[config.mk]
export PLATFORM = sky130hd
export DESIGN_NAME = histogram_stats_flat
export DESIGN_NICKNAME = d
export VERILOG_FILES = /design/src/rtl/histogram_stats_if.sv /design/src/rtl/histogram_stats.sv /design/src/flat_wrapper.sv
export SDC_FILE = /design/constraint.sdc
export NUM_CORES = 1
export LEC_CHECK = 0
export BUFFER_PORTS_ARGS = -buffer_cell sky130_fd_sc_hd__buf_4
export CORE_UTILIZATION = 40
export DETAILED_ROUTE_END_ITERATION = 6
export GPL_TIMING_DRIVEN = 0
export PLACE_DENSITY = 0.67
export SLEW_MARGIN = 20
export SYNTH_ARGS = -nofsm -noshare
export SYNTH_HDL_FRONTEND = slang
export SYNTH_SLANG_ARGS = --single-unit
export TNS_END_PERCENT = 1
[constraint.sdc]
create_clock -name clk -period 4.57 [get_ports clk]
set_input_delay 0.2285 -clock clk [delete_from_list [all_inputs] [get_ports clk]]
set_output_delay 0.2285 -clock clk [all_outputs]
set_load 0.05 [all_outputs]
[src/rtl/histogram_stats_if.sv]
`default_nettype none
// ============================================================================
// histogram_stats_if : histogram readout stream in, frame statistics out. Rev 1.0
// ============================================================================
interface histogram_stats_if #(
  parameter int BIN_WIDTH   = 7,
  parameter int COUNT_WIDTH = 16
);
  logic                             histogramValueReady;
  logic [COUNT_WIDTH-1:0]           histogramValue;
  logic                             statsReady;
  logic [BIN_WIDTH-1:0]             peakBin;
  logic [COUNT_WIDTH-1:0]           peakCount;
  logic [COUNT_WIDTH+BIN_WIDTH-1:0] totalCount;
  logic [BIN_WIDTH:0]               occupiedBins;
  logic [BIN_WIDTH-1:0]             firstBin;
  logic [BIN_WIDTH-1:0]             lastBin;
  logic                             anyOccupied;
  logic                             lengthError;
  logic [COUNT_WIDTH+2*BIN_WIDTH-1:0] weightedSum;

  modport master (
    output histogramValueReady, histogramValue,
    input  statsReady, peakBin, peakCount, totalCount, occupiedBins,
           firstBin, lastBin, anyOccupied, lengthError, weightedSum
  );

  modport slave (
    input  histogramValueReady, histogramValue,
    output statsReady, peakBin, peakCount, totalCount, occupiedBins,
           firstBin, lastBin, anyOccupied, lengthError, weightedSum
  );
endinterface
`default_nettype wire

[src/rtl/histogram_stats.sv]
`default_nettype none
// ============================================================================
// histogram_stats : per-frame peak/total/occupancy statistics of a histogram
// readout. Optional index*count accumulation: HISTSTATS_WEIGHTED_SUM_EN. Rev 1.0
// ============================================================================
module histogram_stats #(
  parameter int BIN_WIDTH   = 7,
  parameter int COUNT_WIDTH = 16,
  parameter int NUM_BINS    = 1 << BIN_WIDTH
) (
  input  wire logic        clk,
  input  wire logic        reset,
  histogram_stats_if.slave bus
);
  localparam int TW = COUNT_WIDTH + BIN_WIDTH;
  localparam int WW = COUNT_WIDTH + 2 * BIN_WIDTH;
  localparam logic [BIN_WIDTH:0] c_num_bins = (BIN_WIDTH+1)'(NUM_BINS);

  typedef enum logic [1:0] {
    IDLE    = 2'd0,
    COLLECT = 2'd1,
    DONE    = 2'd2
  } state_t;

  state_t                 state_q;
  logic [BIN_WIDTH:0]     beat_q, beat_d;
  logic                   over_q, over_d;
  logic [BIN_WIDTH-1:0]   peak_bin_q, peak_bin_d;
  logic [COUNT_WIDTH-1:0] peak_cnt_q, peak_cnt_d;
  logic [TW-1:0]          total_q, total_d;
  logic [BIN_WIDTH:0]     occ_q, occ_d;
  logic [BIN_WIDTH-1:0]   first_q, first_d;
  logic [BIN_WIDTH-1:0]   last_q, last_d;
  logic                   any_q, any_d;

  logic                   stats_ready_out_q;
  logic [BIN_WIDTH-1:0]   peak_bin_out_q;
  logic [COUNT_WIDTH-1:0] peak_cnt_out_q;
  logic [TW-1:0]          total_out_q;
  logic [BIN_WIDTH:0]     occ_out_q;
  logic [BIN_WIDTH-1:0]   first_out_q;
  logic [BIN_WIDTH-1:0]   last_out_q;
  logic                   any_out_q;
  logic                   len_err_out_q;

  logic                   w_keep;
  logic [BIN_WIDTH-1:0]   w_idx;
  logic                   w_nz;

`ifdef HISTSTATS_WEIGHTED_SUM_EN
  logic [WW-1:0] wsum_q, wsum_d, wsum_out_q;
`endif

  // Accumulators restart from zero whenever a beat is not a COLLECT
  // continuation, so a beat in IDLE or DONE naturally becomes bin 0.
  always_comb begin
    w_keep     = (state_q == COLLECT);
    beat_d     = w_keep ? beat_q     : '0;
    over_d     = w_keep ? over_q     : 1'b0;
    peak_bin_d = w_keep ? peak_bin_q : '0;
    peak_cnt_d = w_keep ? peak_cnt_q : '0;
    total_d    = w_keep ? total_q    : '0;
    occ_d      = w_keep ? occ_q      : '0;
    first_d    = w_keep ? first_q    : '0;
    last_d     = w_keep ? last_q     : '0;
    any_d      = w_keep ? any_q      : 1'b0;
`ifdef HISTSTATS_WEIGHTED_SUM_EN
    wsum_d     = w_keep ? wsum_q     : '0;
`endif
    w_idx = beat_d[BIN_WIDTH-1:0];
    w_nz  = |bus.histogramValue;
    if (bus.histogramValueReady) begin
      if (beat_d != c_num_bins) begin
        total_d = total_d + TW'(bus.histogramValue);
        if (bus.histogramValue > peak_cnt_d) begin
          peak_cnt_d = bus.histogramValue;
          peak_bin_d = w_idx;
        end
        if (w_nz) begin
          if (!any_d) first_d = w_idx;
          occ_d  = occ_d + (BIN_WIDTH+1)'(1);
          last_d = w_idx;
          any_d  = 1'b1;
        end
`ifdef HISTSTATS_WEIGHTED_SUM_EN
        wsum_d = wsum_d + WW'(w_idx) * WW'(bus.histogramValue);
`endif
        beat_d = beat_d + (BIN_WIDTH+1)'(1);
      end else begin
        over_d = 1'b1;
      end
    end
  end

  always_ff @(posedge clk) begin
    if (!reset) begin
      state_q           <= IDLE;
      beat_q            <= '0;
      over_q            <= 1'b0;
      peak_bin_q        <= '0;
      peak_cnt_q        <= '0;
      total_q           <= '0;
      occ_q             <= '0;
      first_q           <= '0;
      last_q            <= '0;
      any_q             <= 1'b0;
      stats_ready_out_q <= 1'b0;
      peak_bin_out_q    <= '0;
      peak_cnt_out_q    <= '0;
      total_out_q       <= '0;
      occ_out_q         <= '0;
      first_out_q       <= '0;
      last_out_q        <= '0;
      any_out_q         <= 1'b0;
      len_err_out_q     <= 1'b0;
    end else begin
      case (state_q)
        IDLE:    state_q <= bus.histogramValueReady ? COLLECT : IDLE;
        COLLECT: state_q <= bus.histogramValueReady ? COLLECT : DONE;
        DONE:    state_q <= bus.histogramValueReady ? COLLECT : IDLE;
        default: state_q <= IDLE;
      endcase
      beat_q            <= beat_d;
      over_q            <= over_d;
      peak_bin_q        <= peak_bin_d;
      peak_cnt_q        <= peak_cnt_d;
      total_q           <= total_d;
      occ_q             <= occ_d;
      first_q           <= first_d;
      last_q            <= last_d;
      any_q             <= any_d;
      stats_ready_out_q <= (state_q == DONE);
      if (state_q == DONE) begin
        peak_bin_out_q <= peak_bin_q;
        peak_cnt_out_q <= peak_cnt_q;
        total_out_q    <= total_q;
        occ_out_q      <= occ_q;
        first_out_q    <= first_q;
        last_out_q     <= last_q;
        any_out_q      <= any_q;
        len_err_out_q  <= over_q || (beat_q != c_num_bins);
      end
    end
  end

`ifdef HISTSTATS_WEIGHTED_SUM_EN
  always_ff @(posedge clk) begin
    if (!reset) begin
      wsum_q     <= '0;
      wsum_out_q <= '0;
    end else begin
      wsum_q <= wsum_d;
      if (state_q == DONE) wsum_out_q <= wsum_q;
    end
  end
  assign bus.weightedSum = wsum_out_q;
`else
  assign bus.weightedSum = '0;
`endif

  assign bus.statsReady   = stats_ready_out_q;
  assign bus.peakBin      = peak_bin_out_q;
  assign bus.peakCount    = peak_cnt_out_q;
  assign bus.totalCount   = total_out_q;
  assign bus.occupiedBins = occ_out_q;
  assign bus.firstBin     = first_out_q;
  assign bus.lastBin      = last_out_q;
  assign bus.anyOccupied  = any_out_q;
  assign bus.lengthError  = len_err_out_q;
endmodule
`default_nettype wire

[src/flat_wrapper.sv]
// flat-port wrapper written by rule: the top's interface ports become plain ports
module histogram_stats_flat 
#(
  parameter int BIN_WIDTH   = 7,
  parameter int COUNT_WIDTH = 16,
  parameter int NUM_BINS    = 1 << BIN_WIDTH
)
  (clk, reset, bus_histogramValueReady, bus_histogramValue, bus_statsReady, bus_peakBin, bus_peakCount, bus_totalCount, bus_occupiedBins, bus_firstBin, bus_lastBin, bus_anyOccupied, bus_lengthError, bus_weightedSum);
  histogram_stats_if #(.BIN_WIDTH(BIN_WIDTH), .COUNT_WIDTH(COUNT_WIDTH)) bus_i ();
  input  wire logic clk;
  input  wire logic reset;
  input wire logic [$bits(bus_i.histogramValueReady)-1:0] bus_histogramValueReady;
  input wire logic [$bits(bus_i.histogramValue)-1:0] bus_histogramValue;
  output wire logic [$bits(bus_i.statsReady)-1:0] bus_statsReady;
  output wire logic [$bits(bus_i.peakBin)-1:0] bus_peakBin;
  output wire logic [$bits(bus_i.peakCount)-1:0] bus_peakCount;
  output wire logic [$bits(bus_i.totalCount)-1:0] bus_totalCount;
  output wire logic [$bits(bus_i.occupiedBins)-1:0] bus_occupiedBins;
  output wire logic [$bits(bus_i.firstBin)-1:0] bus_firstBin;
  output wire logic [$bits(bus_i.lastBin)-1:0] bus_lastBin;
  output wire logic [$bits(bus_i.anyOccupied)-1:0] bus_anyOccupied;
  output wire logic [$bits(bus_i.lengthError)-1:0] bus_lengthError;
  output wire logic [$bits(bus_i.weightedSum)-1:0] bus_weightedSum;
  assign bus_i.histogramValueReady = bus_histogramValueReady;
  assign bus_i.histogramValue = bus_histogramValue;
  assign bus_statsReady = bus_i.statsReady;
  assign bus_peakBin = bus_i.peakBin;
  assign bus_peakCount = bus_i.peakCount;
  assign bus_totalCount = bus_i.totalCount;
  assign bus_occupiedBins = bus_i.occupiedBins;
  assign bus_firstBin = bus_i.firstBin;
  assign bus_lastBin = bus_i.lastBin;
  assign bus_anyOccupied = bus_i.anyOccupied;
  assign bus_lengthError = bus_i.lengthError;
  assign bus_weightedSum = bus_i.weightedSum;
  histogram_stats #(.BIN_WIDTH(BIN_WIDTH), .COUNT_WIDTH(COUNT_WIDTH), .NUM_BINS(NUM_BINS)) u_core (.clk(clk), .reset(reset), .bus(bus_i));
endmodule
==> flow_summary.yaml, run 1 <==
routing:
  final_antenna_net_count: 0
  drcViolationCount: 0
  drt_wl_total_um: 18700
  drt_iter0_markers: 372
  vias_per_cell: 5.14
  dr_total_vias: 6409
  wl_per_cell_um: 15.0
  firstDrtPassIters: 5
grt:
  grt_first_pass_wirelength_um: 29600
  grt_pass1_vias: 5716
  grt_max_degree: 17
  grtUsageTotal_pct: 20.8
  grt-ovfl-total: 0
  grt_antenna_before_repair: 0
synth:
  synth_cells: 872
  ys_warn_count: 0
  synth_edf_count: 0
  synth_top_family_by_area: "simple AND/OR/NAND/NOR gates"
  synth_seq_area_share_pct: 42.2
  synth_xor_xnor_area_share_pct: 2.57
  synth_compound_area_share_pct: 17.6
  ys_ff_latch: 151
  synth_flop_cell: "dfxtp_1"
  synthMuxAreaShare_pct: 2.53
  synth.distinct_cells: 60
  async_reset_ff_share_pct: 0
  synthAdderAreaFrac_pct: 6.40
  avgSynthCellArea_um2: 8.21
  synth-simple-area-share_pct: 21.6
  synth_area_um2: 7160
floorplan:
  core_area_um2: 17400
  die_w_um: 136
  dieArea_um2: 18400
  rows: 48
  ios: 120
  chipHeight_um: 136
  initial_core_util_pct: 41.1
clocking:
  post_cts_buffers: 0
  cts_hold_buffers: 0
  cts_buffer_depth: 2
  cts_tree: "done"
  clk_pin_slew_ps: 60
  cts_sinks: 151
  cts_buffers: 17
  clkLatencyLatePin_ps: 430
  ctsHtreeMaxLevel: 4
  root_buffer: "clkbuf_16"
  ctsResizeCount: 0
sta:
  slew_violations: 0
  clock_skew_ps: 9.33
  fin_setup_tns_ps: 0
  timing.final.crit_share_pct: 90.5
  clock.fmax_mhz: 242
  hold_violations: 0
  relSlewSlack_pct: 55.2
  period_minus_slack_ps: 4130
  setup_viol: 0
  tightest_slew_ps: 672
  rsz0062_at_grt: "false"
layout:
  multiInputGateArea_um2: 3740
  nNetsFinal: 1064
  drive_gt1_share_pct: 16.5
  diodes: 0
  syn2layout_area_growth_pct: 23.2
  final_cells: 1247
  n_fill_cell: 1722
  register_area_um2: 3020
power_and_ir_drop:
  p_leak_nw: 3.51
  power.density_nw_per_um2: 350
  peakVddDrop_v: 0.000260
worst_setup_path:
  critPathRequiredTime_ps: 4940
  critPathCaptureType: "flip-flop"
  criticalPathCategory: "reg -> reg"
  critPathArrivalTime_ps: 4510
  crit_fanout: 10
  startpoint_type: "flip-flop"
  worstRegToRegCells: 13
hold_path:
  whs_path_depth: 2
  hold_class: "in -> reg"
placement:
  dp_hpwl_um: 13700
  dpl.cell_count: 1215
  place.gp.congestion: 0.872
  io_buffers: 89
run:
  cap_violations: 0
status:
  status: "finished, final reports clean"
-- stage by stage --
step | utilization [%] | hold WS, ps | power (mW) | area (µm²) | setup WS, ps
6_report | 50.7 | 46.3 | 3.09 | 8820 | 435
5_1_grt | 50.7 | 49.9 | 3.19 | 8820 | 151
4_1_cts | 50.7 | 40.7 | 3.10 | 8820 | 363
3_5_place_dp | 47.2 | 445 | 1.68 | 8220 | 408
3_3_place_gp | 47.2 | 442 | 1.68 | 8220 | 413
2_1_floorplan | - | 354 | 1.60 | 7270 | 1290
-- report_power, final --
group | switching (mW) | internal, mW | leakage [nW] | total (mW)
logic | 0.206 | 0.0968 | 2.00 | 0.302
registers | 0.0151 | 1.34 | 1.22 | 1.35
clock network | 0.551 | 0.882 | 0.295 | 1.43
total | 0.771 | 2.32 | 3.51 | 3.09
-- worst paths after layout --
path                                startpoint                                     to  slack [ps]
setup reg to reg  u_core.state_q[0]$_SDFF_PN0_        u_core.peak_cnt_q[6]$_SDFF_PN0_         440
hold / removal           bus_histogramValue[8]        u_core.peak_cnt_q[8]$_SDFF_PN0_          50
hold reg to reg   u_core.total_q[6]$_SDFF_PN0_  u_core.bus.totalCount[6]$_SDFFE_PN0P_         450
setup / recovery  u_core.state_q[0]$_SDFF_PN0_        u_core.peak_cnt_q[6]$_SDFF_PN0_         440
-- cells in the mapped netlist (15+ instances only) --
| library cell | number | area, µm² |
|---|---|---|
| buf_4 | 31 | 233 |
| inv_1 | 15 | 56.3 |
| nor2_1 | 39 | 146 |
| a32o_1 | 19 | 190 |
| nand3_1 | 16 | 80.1 |
| ha_1 | 35 | 438 |
| mux2i_1 | 17 | 170 |
| clkbuf_1 | 40 | 150 |
| a21oi_1 | 115 | 576 |
| nand2_1 | 227 | 852 |
| and2_1 | 22 | 138 |
| dfxtp_1 | 151 | 3020 |
-- critical path, cell delays in order, from the launching register on --
cell	delay, ps
dfxtp_1	400
nor2b_1	150
clkbuf_1	360
clkbuf_2	350
buf_1	450
nand2_1	110
ha_1	310
nand4_1	150
nor3_1	240
mux2_2	360
a41oi_1	220
o21a_1	340
clkbuf_1	440
a32o_1	200
-- registers in the layout, indices dropped and copies added (netlist names), 8 cells and up --
signal and cells:
u_core.peak_cnt_q 16, u_core.total_q 23, u_core.bus.totalCount 23, u_core.beat_q 8, u_core.occ_q 8, u_core.bus.occupiedBins 8, u_core.bus.peakCount 16
-- layout by cell type, fill, tap and decap left out, types with 3 or more instances in the layout --
cell type	n
nor2b_1	6
nand2b_1	5
nand3_1	16
a21oi_1	115
nand4_1	12
xor2_1	9
nand2_1	227
dfxtp_1	151
nor4_1	4
conb_1	30
mux2i_1	17
o21ai_0	12
ha_1	35
buf_6	4
a22o_1	3
clkinv_2	6
nor2_1	39
a32o_1	19
clkinvlp_4	3
o21bai_1	4
clkbuf_16	17
o21ai_1	3
a21o_1	7
bufinv_16	3
clkbuf_1	39
o21a_1	6
a211oi_1	3
and2_1	22
buf_4	120
or3_1	4
xnor2_1	12
o211ai_1	7
inv_1	15
nor3_1	5
-- logic make-up after synthesis --
family / after synthesis
DFF: 151
buffers and inverters: 94
AOI/OAI and AO/OA: 198
xor gates and xnor gates: 21
and+or+nand+nor: 353
muxes: 18
other: 1
adders and majority gates: 36
-- cell type report --
type | count | area share, %
Sequential cell | 151 | 34.3
Timing Repair Buffer | 89 | 7.57
Buffer | 78 | 5.02
Clock inverter | 13 | 1.72
Multi-Input combinational cell | 656 | 42.4
Tap cell | 225 | 3.19
Clock buffer | 19 | 5.13
Inverter | 16 | 0.681
-- layer usage --
metal  track usage (%)  vias to the layer above  part of all wire (%)
li1                  -                     3221                     -
met5                 0                        -                     0
met1              29.0                     2987                    48
met2              32.1                      180                    44
met4              6.62                        0                   1.4
met3              4.00                       21                   5.9
Note: power is estimated with default switching activity, not from simulation.
==> run 2, diff against run 1 <==
--- a/config.mk
+++ b/config.mk
@@ -10,6 +10,7 @@
 export DETAILED_ROUTE_END_ITERATION = 6
 export GPL_TIMING_DRIVEN = 0
 export PLACE_DENSITY = 0.67
+export RECOVER_POWER = 100
 export SLEW_MARGIN = 20
 export SYNTH_ARGS = -nofsm -noshare
 export SYNTH_HDL_FRONTEND = slang
==> flow_summary.yaml, run 2 (same netlist as run 1, synthesis figures left out) <==
hold_path:
  hold_class: "in -> reg"
  hold_start: "bus_histogramValue[8]"
clocking:
  cts_sinks: 151
  clkLatencyLatePin_ps: 430
  cts_buffer_depth: 2
  cts_tree: "done"
  cts_buffers: 17
  post_cts_buffers: 0
  root_buffer: "clkbuf_16"
  ctsHtreeMaxLevel: 4
  clk_pin_slew_ps: 60
sta:
  relSlewSlack_pct: 33.8
  clock_skew_ps: 10.1
  timing.final.crit_share_pct: 91.3
  tightest_slew_ps: 981
  setup_viol: 0
  fin_setup_tns_ps: 0
  clock.fmax_mhz: 240
  slew_violations: 0
  hold_violations: 0
  period_minus_slack_ps: 4170
  rsz0062_at_grt: "false"
power_and_ir_drop:
  p_leak_nw: 3.17
  seqPwrFrac_pct: 43.9
  power.density_nw_per_um2: 362
  p_comb_share_pct: 9.6
  clkPwrFrac_pct: 46.5
  peakVddDrop_v: 0.000259
  p_int_mw: 2.31
  p_sw_mw: 0.768
  p_sw_share_pct: 25.0
layout:
  stdcell_area_um2: 8500
  n_fill_cell: 1804
  syn2layout_area_growth_pct: 18.7
  diodes: 0
  multiInputGateArea_um2: 3710
  register_area_um2: 3020
  drive_gt1_share_pct: 8.71
  mostFrequentLayoutCell: "nand2_1"
  nNetsFinal: 1064
  mostFrequentLayoutCells: "nand2_1, dfxtp_1, clkbuf_1"
worst_setup_path:
  cp_slowest_cell: "clkbuf_1"
  crit_buf_inv: 4
  crit_fanout: 10
  crit_family: "buffers and inverters"
  endpoint: "u_core.peak_cnt_q[6]$_SDFF_PN0_"
  cp_cell_sequence: "nor2b_1, clkbuf_1, clkbuf_2, clkbuf_1, nand2_1, ha_1, nand4_1, nor3_1, mux2_2, a41oi_1, o21ai_0, clkbuf_1, a32o_1"
  cp.depth: 13
  max_stage_delay_ps: 440
  critPathLaunch: "u_core.state_q[0]$_SDFF_PN0_"
  startpoint_type: "flip-flop"
  regToRegStartpoint: "u_core.state_q[0]$_SDFF_PN0_"
  worstRegToRegCells: 13
  crit_path_frequent_cell: "clkbuf_1"
  critPathRequiredTime_ps: 4890
  critPathCaptureType: "flip-flop"
  criticalPathCategory: "reg -> reg"
  critPathArrivalTime_ps: 4490
  reg2reg_slack_ps: 400
  timing.rr.end: "u_core.peak_cnt_q[6]$_SDFF_PN0_"
grt:
  grtUsageTotal_pct: 20.8
  grt_antenna_before_repair: 0
  grt_first_pass_wirelength_um: 29600
  grt_max_degree: 17
  grt-ovfl-total: 0
  grt_pass1_vias: 5716
floorplan:
  rows: 48
  die_w_um: 136
  ios: 120
  chipHeight_um: 136
  dieArea_um2: 18400
  initial_core_util_pct: 41.1
  core_area_um2: 17400
routing:
  drt_iter0_markers: 476
  wl_per_cell_um: 15.0
  drt_wl_total_um: 18800
  final_antenna_net_count: 0
  dr_total_vias: 6374
  drcViolationCount: 0
  vias_per_cell: 5.11
  firstDrtPassIters: 5
placement:
  place.gp.congestion: 0.872
  dp_hpwl_um: 13700
  io_buffers: 89
  postPlaceCellArea_um2: 8220
run:
  cap_violations: 0
status:
  status: "finished, final reports clean"
## run 2: cell count changes in the layout (fill, tap and decap cells not counted), sizes merged
cell,change
clkbuf,+78
buf,-78
## run 2: cell type report
class,instances,area share (%)
flip-flops and latches,151,35.6
plain buffers,78,4.89
multi-input cells,656,43.7
clock inverters,13,1.78
clock buffers,19,5.33
repair buffers,89,4.73
inverters,16,0.707
well taps,225,3.31
## run 2: timing repair
item | CTS | global route
endpoints found under the setup margin | 0 | 5
resized for setup | 0 | 2
hold buffers | 0 | 0
## run 2: worst reg2reg max path, delay by kind of cell (launching register included)
family / cells / cell delay [ps]
buffers and inverters: 4 / 1510
adder cells (fa/ha/maj): 1 / 310
flip-flops: 1 / 400
AO/OA/AOI/OAI: 3 / 840
multiplexers: 1 / 360
AND/OR/NAND/NOR: 4 / 650
## run 2: per-stage QoR
step | util (%) | total power [mW] | hold WS (ps) | setup WS (ps) | instances
after floorplan | - | 1.60 | 354 | 1290 | 901
after global placement | 47.2 | 1.68 | 442 | 413 | 1215
after detailed placement | 47.2 | 1.68 | 445 | 408 | 1215
after CTS | 50.7 | 3.10 | 40.7 | 363 | 1247
after global routing | 48.8 | 3.18 | 49.9 | 148 | 1247
final | 48.8 | 3.08 | 50.5 | 399 | 1247
## run 2: worst min-delay path by stage
stage,end,slack [ps],cells past startpoint
after floorplan,u_core.peak_cnt_q[0]$_SDFF_PN0_,350,1
after global placement,u_core.bus.totalCount[6]$_SDFFE_PN0P_,440,2
after detailed placement,u_core.bus.peakBin[4]$_SDFFE_PN0P_,440,2
after CTS,u_core.peak_cnt_q[8]$_SDFF_PN0_,40,2
after global routing,u_core.peak_cnt_q[8]$_SDFF_PN0_,50,2
final,u_core.peak_cnt_q[8]$_SDFF_PN0_,50,2
## run 2: layer usage
layer	vias to the layer above	GRT usage (%)	part of all wire, %
met3	21	4.00	5.4
met5	-	0	0
li1	3233	-	-
met4	0	6.62	1.5
met1	2952	29.0	49
met2	168	32.1	44
## run 2: power groups by stage
stage | registers [mW] | clock network, mW | logic [mW]
floorplan | 1.38 | 0 | 0.215
global placement | 1.38 | 0 | 0.297
detailed placement | 1.38 | 0 | 0.299
CTS | 1.35 | 1.45 | 0.300
global route | 1.35 | 1.51 | 0.321
finish | 1.35 | 1.43 | 0.295
==> run 3, diff against run 2 <==
--- a/config.mk
+++ b/config.mk
@@ -9,6 +9,7 @@
 export CORE_UTILIZATION = 40
 export DETAILED_ROUTE_END_ITERATION = 6
 export GPL_TIMING_DRIVEN = 0
+export HOLD_SLACK_MARGIN = 0.1
 export PLACE_DENSITY = 0.67
 export RECOVER_POWER = 100
 export SLEW_MARGIN = 20
==> flow_summary.yaml, run 3 (same netlist as run 1, synthesis figures left out) <==
status:
  status: "finished, final reports clean"
routing:
  drt_wl_total_um: 19000
  firstDrtPassIters: 5
  drt_iter0_markers: 409
  wl_per_cell_um: 15.0
  drcViolationCount: 0
  final_antenna_net_count: 0
  vias_per_cell: 5.09
  dr_total_vias: 6425
floorplan:
  chipHeight_um: 136
  core_area_um2: 17400
  dieArea_um2: 18400
  ios: 120
  initial_core_util_pct: 41.1
  die_w_um: 136
  rows: 48
worst_setup_path:
  critPathCaptureType: "flip-flop"
  crit_family: "buffers and inverters"
  crit_fanout: 10
  critPathRequiredTime_ps: 4890
  cp_cell_sequence: "nor2b_1, clkbuf_1, clkbuf_2, clkbuf_1, nand2_1, ha_1, nand4_1, nor3_1, mux2_2, a41oi_1, o21ai_0, clkbuf_1, a32o_1"
  cp_slowest_cell: "clkbuf_1"
  criticalPathCategory: "reg -> reg"
  reg2reg_slack_ps: 420
  cp.depth: 13
  timing.rr.end: "u_core.peak_cnt_q[5]$_SDFF_PN0_"
  crit_buf_inv: 4
  max_stage_delay_ps: 440
  worstRegToRegCells: 13
  regToRegStartpoint: "u_core.state_q[0]$_SDFF_PN0_"
  startpoint_type: "flip-flop"
  crit_path_frequent_cell: "clkbuf_1"
  critPathArrivalTime_ps: 4470
layout:
  syn2layout_area_growth_pct: 20.9
  nNetsFinal: 1080
  mostFrequentLayoutCell: "nand2_1"
  stdcell_area_um2: 8660
  n_fill_cell: 1793
  final_cells: 1263
  diodes: 0
  drive_gt1_share_pct: 8.38
  mostFrequentLayoutCells: "nand2_1, dfxtp_1, clkbuf_1"
  fin_util_pct: 49.7
placement:
  dpl.cell_count: 1215
  dp_hpwl_um: 13700
  place.gp.congestion: 0.872
  postPlaceCellArea_um2: 8220
  io_buffers: 89
  place_ws_ps: 408
sta:
  slew_violations: 0
  clock_skew_ps: 10.9
  fin_setup_tns_ps: 0
  hold_ws_ps: 106
  hold_violations: 0
  period_minus_slack_ps: 4150
  setup_viol: 0
  clock.fmax_mhz: 241
  finalWorstSetupSlack_ps: 418
  rsz0062_at_grt: "false"
  relSlewSlack_pct: 30.1
  timing.final.crit_share_pct: 90.8
  tightest_slew_ps: 1040
clocking:
  cts_buffers: 17
  cts_buffer_depth: 2
  cts_tree: "done"
  root_buffer: "clkbuf_16"
  clkLatencyLatePin_ps: 430
  cts_sinks: 151
  ctsHtreeMaxLevel: 4
  clk_pin_slew_ps: 60
grt:
  grt_pass1_vias: 5790
  grt_max_degree: 17
  grtUsageTotal_pct: 21.0
  grt-ovfl-total: 0
  grt_first_pass_wirelength_um: 30000
  grt_antenna_before_repair: 0
power_and_ir_drop:
  peakVddDrop_v: 0.000259
  power.density_nw_per_um2: 357
  p_leak_nw: 3.24
  power_mw: 3.09
hold_path:
  whs_endpoint: "u_core.peak_cnt_q[6]$_SDFF_PN0_"
  whs_path_depth: 2
  hold_start: "bus_histogramValue[6]"
  hold_class: "in -> reg"
run:
  cap_violations: 0
## run 3: worst max-delay path by stage
| stage | start | end | slack (ps) |
|---|---|---|---|
| 2_1_floorplan | u_core.state_q[0]$_SDFF_PN0_ | u_core.peak_cnt_q[10]$_SDFF_PN0_ | 1290 |
| 3_3_place_gp | u_core.state_q[0]$_SDFF_PN0_ | u_core.peak_cnt_q[7]$_SDFF_PN0_ | 410 |
| 3_5_place_dp | u_core.state_q[0]$_SDFF_PN0_ | u_core.peak_cnt_q[6]$_SDFF_PN0_ | 410 |
| 4_1_cts | u_core.state_q[0]$_SDFF_PN0_ | u_core.peak_cnt_q[6]$_SDFF_PN0_ | 360 |
| 5_1_grt | u_core.state_q[0]$_SDFF_PN0_ | u_core.peak_cnt_q[6]$_SDFF_PN0_ | 150 |
| 6_report | u_core.state_q[0]$_SDFF_PN0_ | u_core.peak_cnt_q[5]$_SDFF_PN0_ | 420 |
## run 3: where the power goes
part           switching [mW]  leakage (nW)  internal, mW
clock                   0.551         0.295         0.882
sequential             0.0151          1.22          1.34
combinational           0.207          1.72        0.0988
## run 3: final cells by class
cell class | count | area [µm²] | area share (%)
buffer | 78 | 415 | 4.80
multi-input combinational | 656 | 3710 | 42.9
tap | 225 | 282 | 3.25
sequential | 151 | 3020 | 34.9
clock inverter | 13 | 151 | 1.75
timing repair buffer | 105 | 558 | 6.45
inverter | 16 | 60.1 | 0.694
clock buffer | 19 | 453 | 5.23
## run 3: metal layers
metal / GRT usage (%) / part of all wire (%) / vias to the layer above
li1: - / - / 3261
met1: 29.1 / 49 / 2981
met2: 32.7 / 44 / 163
met3: 4.04 / 5.4 / 20
met4: 6.62 / 1.3 / 0
met5: 0 / 0 / -
## run 3: worst register-to-register path, stage by stage (launching register included)
cell and delay [ps]:
dfxtp_1 400, nor2b_1 150, clkbuf_1 370, clkbuf_2 350, clkbuf_1 440, nand2_1 110, ha_1 310, nand4_1 150
nor3_1 240, mux2_2 360, a41oi_1 210, o21ai_0 280, clkbuf_1 340, a32o_1 330
## run 3: repair_timing
item | in CTS | in global routing
endpoints found under the setup margin | 0 | 5
hold buffers | 16 | 0
endpoints found under the hold margin | 16 | 0
gates resized for setup | 0 | 2
setup buffers | 0 | 0
